File: src/rtl/ysyx_22040895_idu_pipe.sv
// RV64I decode stage: combinational decode of the incoming instruction, stored into a
// two-entry (main + skid) buffer so IFU/EXU see a full-throughput valid/ready interface.
module ysyx_22040895_idu_pipe #(
    parameter int XLEN   = 64,
    parameter int ILEN   = 32,
    parameter int REG_AW = 5
) (
    input  logic              clk,
    input  logic              rst,
    input  logic              flush_i,
    input  logic              in_valid_i,
    output logic              in_ready_o,
    input  logic [XLEN-1:0]   pc_i,
    input  logic [ILEN-1:0]   inst_i,
    output logic              out_valid_o,
    input  logic              out_ready_i,
    output logic [XLEN-1:0]   pc_o,
    output logic [ILEN-1:0]   inst_o,
    output logic [6:0]        opcode_o,
    output logic [2:0]        func3_o,
    output logic [6:0]        func7_o,
    output logic [REG_AW-1:0] rs1addr_o,
    output logic [REG_AW-1:0] rs2addr_o,
    output logic [REG_AW-1:0] rdaddr_o,
    output logic              rs1_en_o,
    output logic              rs2_en_o,
    output logic              rd_we_o,
    output logic [XLEN-1:0]   imm_o,
    output logic [5:0]        fmt_o,
    output logic              illegal_o
);

    localparam int F_R = 0;
    localparam int F_I = 1;
    localparam int F_S = 2;
    localparam int F_B = 3;
    localparam int F_U = 4;
    localparam int F_J = 5;

    typedef struct packed {
        logic [XLEN-1:0]   pc;
        logic [ILEN-1:0]   inst;
        logic [REG_AW-1:0] rs1;
        logic [REG_AW-1:0] rs2;
        logic [REG_AW-1:0] rd;
        logic              rs1_en;
        logic              rs2_en;
        logic              rd_we;
        logic [XLEN-1:0]   imm;
        logic [5:0]        fmt;
        logic              illegal;
    } dec_t;

    dec_t dec;
    dec_t m_ent;
    dec_t k_ent;
    logic m_vld;
    logic k_vld;

    logic [6:0]        op;
    logic [REG_AW-1:0] rd_f;
    logic              sgn;
    logic [5:0]        fmt;
    logic              ill;
    logic [XLEN-1:0]   imm;
    logic              rs1_en;
    logic              rs2_en;
    logic              rd_we;

    assign op   = inst_i[6:0];
    assign rd_f = inst_i[11:7];
    assign sgn  = inst_i[31];

    always_comb begin
        fmt = '0;
        ill = 1'b0;
        case (op)
            7'b0110011, 7'b0111011: fmt[F_R] = 1'b1;
            7'b0000011, 7'b0010011, 7'b0011011,
            7'b1100111, 7'b0001111, 7'b1110011: fmt[F_I] = 1'b1;
            7'b0100011: fmt[F_S] = 1'b1;
            7'b1100011: fmt[F_B] = 1'b1;
            7'b0110111, 7'b0010111: fmt[F_U] = 1'b1;
            7'b1101111: fmt[F_J] = 1'b1;
            default: ill = 1'b1;
        endcase
    end

    always_comb begin
        imm = '0;
        if (fmt[F_I])
            imm = {{(XLEN-12){sgn}}, inst_i[31:20]};
        else if (fmt[F_S])
            imm = {{(XLEN-12){sgn}}, inst_i[31:25], inst_i[11:7]};
        else if (fmt[F_B])
            imm = {{(XLEN-13){sgn}}, inst_i[31], inst_i[7], inst_i[30:25], inst_i[11:8], 1'b0};
        else if (fmt[F_U])
            imm = {{(XLEN-32){sgn}}, inst_i[31:12], 12'h000};
        else if (fmt[F_J])
            imm = {{(XLEN-21){sgn}}, inst_i[31], inst_i[19:12], inst_i[20], inst_i[30:21], 1'b0};
    end

    assign rs1_en = fmt[F_R] | fmt[F_I] | fmt[F_S] | fmt[F_B];
    assign rs2_en = fmt[F_R] | fmt[F_S] | fmt[F_B];
    // Writes to x0 are dropped here so EXU never needs its own rd!=0 check.
    assign rd_we  = (fmt[F_R] | fmt[F_I] | fmt[F_U] | fmt[F_J]) & (rd_f != '0);

    always_comb begin
        dec         = '0;
        dec.pc      = pc_i;
        dec.inst    = inst_i;
        dec.rs1     = rs1_en ? inst_i[19:15] : '0;
        dec.rs2     = rs2_en ? inst_i[24:20] : '0;
        dec.rd      = rd_we  ? rd_f          : '0;
        dec.rs1_en  = rs1_en;
        dec.rs2_en  = rs2_en;
        dec.rd_we   = rd_we;
        dec.imm     = imm;
        dec.fmt     = fmt;
        dec.illegal = ill;
    end

    logic accept;
    logic fire;

    // Ready depends only on skid occupancy, so there is no comb path from out_ready_i.
    assign in_ready_o = !k_vld;
    assign accept     = in_valid_i & in_ready_o & !flush_i;
    assign fire       = m_vld & out_ready_i;

    always_ff @(posedge clk) begin
        if (!rst) begin
            m_vld <= 1'b0;
            k_vld <= 1'b0;
            m_ent <= '0;
            k_ent <= '0;
        end else if (flush_i) begin
            m_vld <= 1'b0;
            k_vld <= 1'b0;
        end else if (k_vld) begin
            if (fire) begin
                m_ent <= k_ent;
                k_vld <= 1'b0;
            end
        end else if (accept) begin
            if (!m_vld || fire) begin
                m_ent <= dec;
                m_vld <= 1'b1;
            end else begin
                k_ent <= dec;
                k_vld <= 1'b1;
            end
        end else if (fire) begin
            m_vld <= 1'b0;
        end
    end

    assign out_valid_o = m_vld;
    assign pc_o        = m_ent.pc;
    assign inst_o      = m_ent.inst;
    assign opcode_o    = m_ent.inst[6:0];
    assign func3_o     = m_ent.inst[14:12];
    assign func7_o     = m_ent.inst[31:25];
    assign rs1addr_o   = m_ent.rs1;
    assign rs2addr_o   = m_ent.rs2;
    assign rdaddr_o    = m_ent.rd;
    assign rs1_en_o    = m_ent.rs1_en;
    assign rs2_en_o    = m_ent.rs2_en;
    assign rd_we_o     = m_ent.rd_we;
    assign imm_o       = m_ent.imm;
    assign fmt_o       = m_ent.fmt;
    assign illegal_o   = m_ent.illegal;

endmodule

File: config.mk
export PLATFORM = sky130hd
export DESIGN_NAME = ysyx_22040895_idu_pipe
export DESIGN_NICKNAME = d
export VERILOG_FILES = /design/src/rtl/ysyx_22040895_idu_pipe.sv
export SDC_FILE = /design/constraint.sdc
export NUM_CORES = 1
export LEC_CHECK = 0
export BUFFER_PORTS_ARGS = -buffer_cell sky130_fd_sc_hd__buf_2
export CORE_ASPECT_RATIO = 1.25
export CORE_UTILIZATION = 58
export CTS_CLUSTER_DIAMETER = 120
export CTS_CLUSTER_SIZE = 30
export DETAILED_ROUTE_END_ITERATION = 12
export PLACE_DENSITY = 0.95
export SYNTH_ARGS = -nofsm -noshare
export SYNTH_HDL_FRONTEND = slang
export SYNTH_SLANG_ARGS = --single-unit
export TNS_END_PERCENT = 50
File: constraint.sdc
create_clock -name clk -period 5.2 [get_ports clk]
set_clock_uncertainty 0.2 [all_clocks]
set_input_delay 0 -clock clk [delete_from_list [all_inputs] [get_ports clk]]
set_output_delay 0 -clock clk [all_outputs]
set_load 0.01 [all_outputs]
==> qor.yml <==
synthesis:
  async_flop_share: 0
  ys_seq_area_frac: 0.479
  synth_cells: 1504
  ys_dominant_reg_cell: "dfxtp_1"
  yosysUniqueCellTypes: 56
  syn_area_per_cell_um2: 8.56
  synthesis.area_um2: 12900
  synth_nets: 1605
  synth_edf_count: 0
  yosysWarnings: 0
  ys_seq_elements: 308
route:
  wl_mm: 39.9
  route.vias.total: 12600
  first_pass_iters: 6
  ant_nets: 0
  drt_iter0_markers: 1330
  wl_per_cell_um: 19.5
  via_per_inst: 6.14
  post-route-drc-count: 0
final_layout:
  final_cell_area_um2: 15500
  final_cells: 2051
  areaGrowthSynthToFinish_pct: 20.8
  drive_gt1_frac: 0.204
  fin_nets: 1871
  final_util: 0.719
global_route:
  grt_usage: 0.340
  grt_pass1_wl_mm: 62.0
  grt_max_degree: 245
  overflow: 0
  grt_pass1_vias: 12300
  antenna_found_initial: 1
placed_design:
  gp_congestion: 0.926
  io_buffers: 304
  dpl_cell_area_um2: 14000
  place_inst: 1918
  dp_hpwl_mm: 22.9
clocking:
  ctsRootBufferMaster: "clkbuf_16"
  max-clock-path-buffers: 3
  cts_sinks: 308
  cts_buffers: 14
  cts_tree: "built"
  path_clk_slew_ns: 0.12
  cts_max_level: 1
  insertion_delay_ns: 0.51
  cts_setup_buffers: 0
timing:
  period_needed_ns: 3.57
  final_hold_viol_count: 0
  maxSlewHeadroom: 0.181
  worst_pin_slew_ns: 1.23
  period_share: 0.687
  fmax_ghz: 0.280
  grt_setup_unrepaired: "no"
  setup_viol: 0
  drv_slew: 0
  tns_ns: 0
pwr:
  ir_worst_vdd_v: 0.000339
  powerDensity_nw_per_um2: 285
  power.leakage_nw: 6.03
die:
  num_io_pins: 305
  rows: 60
  start_util: 0.595
  fp.dieW_um: 135
  design.core.area_um2: 21600
  fp.dieH_um: 169
  dieArea_um2: 22800
worst_setup_path:
  cp_max_fo: 70
  setup.worst_path.class: "flip-flop to flip-flop"
  reg2reg_slack_ns: 1.63
  critPathLaunchType: "flip-flop"
  worstPathArrival_ns: 3.78
  cp.required_ns: 5.41
  end_kind: "flip-flop"
run:
  cap_violations: 0
status:
  status: "completed"
worst_hold_path:
  hold_path_class: "primary input to flip-flop"
[per-stage QoR]
step	setup WS (ns)	hold WS, ns	power, mW
6_report	1.63	0.0820	4.43
4_1_cts	1.78	0.0701	4.41
3_5_place_dp	1.82	0.0560	3.09
5_1_grt	1.48	0.0760	4.57
2_1_floorplan	3.17	-0.0744	2.89
3_3_place_gp	1.97	0.0493	3.07
[cell usage after synthesis, drive strengths merged, types with 3 or more instances]
master | n | area (um2)
a22o | 5 | 43.8
nand2b | 4 | 25.0
a21oi | 179 | 896
o21ai | 76 | 380
a32oi | 12 | 105
buf | 92 | 579
a22oi | 6 | 45.0
o22ai | 6 | 37.5
and3 | 6 | 42.5
nand3 | 14 | 70.1
a211oi | 100 | 751
nor2b | 7 | 43.8
nor4 | 4 | 43.8
a31oi | 6 | 37.5
inv | 10 | 37.5
and3b | 3 | 26.3
or3 | 5 | 31.3
mux2i | 94 | 941
nor2 | 128 | 480
a41o | 5 | 50.1
a221oi | 21 | 246
dfxtp | 308 | 6170
nand2 | 271 | 1020
nor3 | 12 | 71.3
or2 | 3 | 18.8
and2 | 6 | 37.5
a32o | 9 | 90.1
clkbuf | 89 | 334
[cells in the final DEF (no fill, tap or decap), types with 10 or more instances in the layout]
cell,Yosys,routed
a221oi_2,10,10
a221oi_1,11,11
nor3_1,11,11
nand2_1,271,271
clkbuf_16,0,15
nand3_1,14,14
a32oi_1,12,12
a21oi_1,179,179
nor2_1,128,128
dfxtp_1,308,307
mux2i_1,94,94
o21ai_0,75,75
dlygate4sd3_1,0,115
buf_4,49,11
buf_2,34,304
a211oi_1,100,100
[metal layers]
layer	wire (um)	GRT usage
met5	11	0
met4	2750	0.228
met3	3160	0.0677
met2	19700	0.580
met1	14400	0.380
[where the power goes]
group | total (mW) | internal (mW) | switching, mW
Sequential | 2.50 | 2.44 | 0.0597
Combinational | 0.627 | 0.251 | 0.376
Clock | 1.29 | 0.537 | 0.757
[what timing repair did]
action	in CTS	in global routing
resized for setup	0	0
hold endpoints to repair	302	0
hold buffers	115	0
[area by class of cell]
class | count | area (um2)
sequential | 308 | 6170
fill | 1469 | 6070
multi-input combinational | 1005 | 5800
timing repair buffer | 431 | 2780
clock buffer | 16 | 379
tap | 279 | 349
inverter | 10 | 45.0
clock inverter | 1 | 30.0
antenna | 1 | 2.50
[registers in the layout, indices dropped and copies added, names as in the netlist, 5 cells and up]
signal and cells:
rs1addr_o 5, imm_o 32, pc_o 64, rs2addr_o 5
fmt_o 6, inst_o 32, k_ent 153, rdaddr_o 5
[cell families after synthesis]
group | synth area share
AND/OR/NAND/NOR | 0.154
AO/OA/AOI/OAI | 0.220
flip-flops | 0.479
buffers and inverters | 0.0739
multiplexers | 0.0731
[final timing paths]
kind	cells past startpoint	endpoint	start
worst max-delay path	5	rs2addr_o[1]	k_vld
worst min-delay path	4	k_ent[123]	pc_i[2]
worst max register to register	5	rs2addr_o[1]	k_vld
worst min register to register	2	k_ent[69]	k_ent[69]
[critical path, cell delays in order, from the launching register on]
cell and delay [ns]:
dfxtp_4 0.63, buf_4 0.85, o221ai_4 0.54, nor2_1 0.62, o31ai_1 0.29, o21ai_0 0.33
Note: power is estimated with default switching activity, not from simulation.
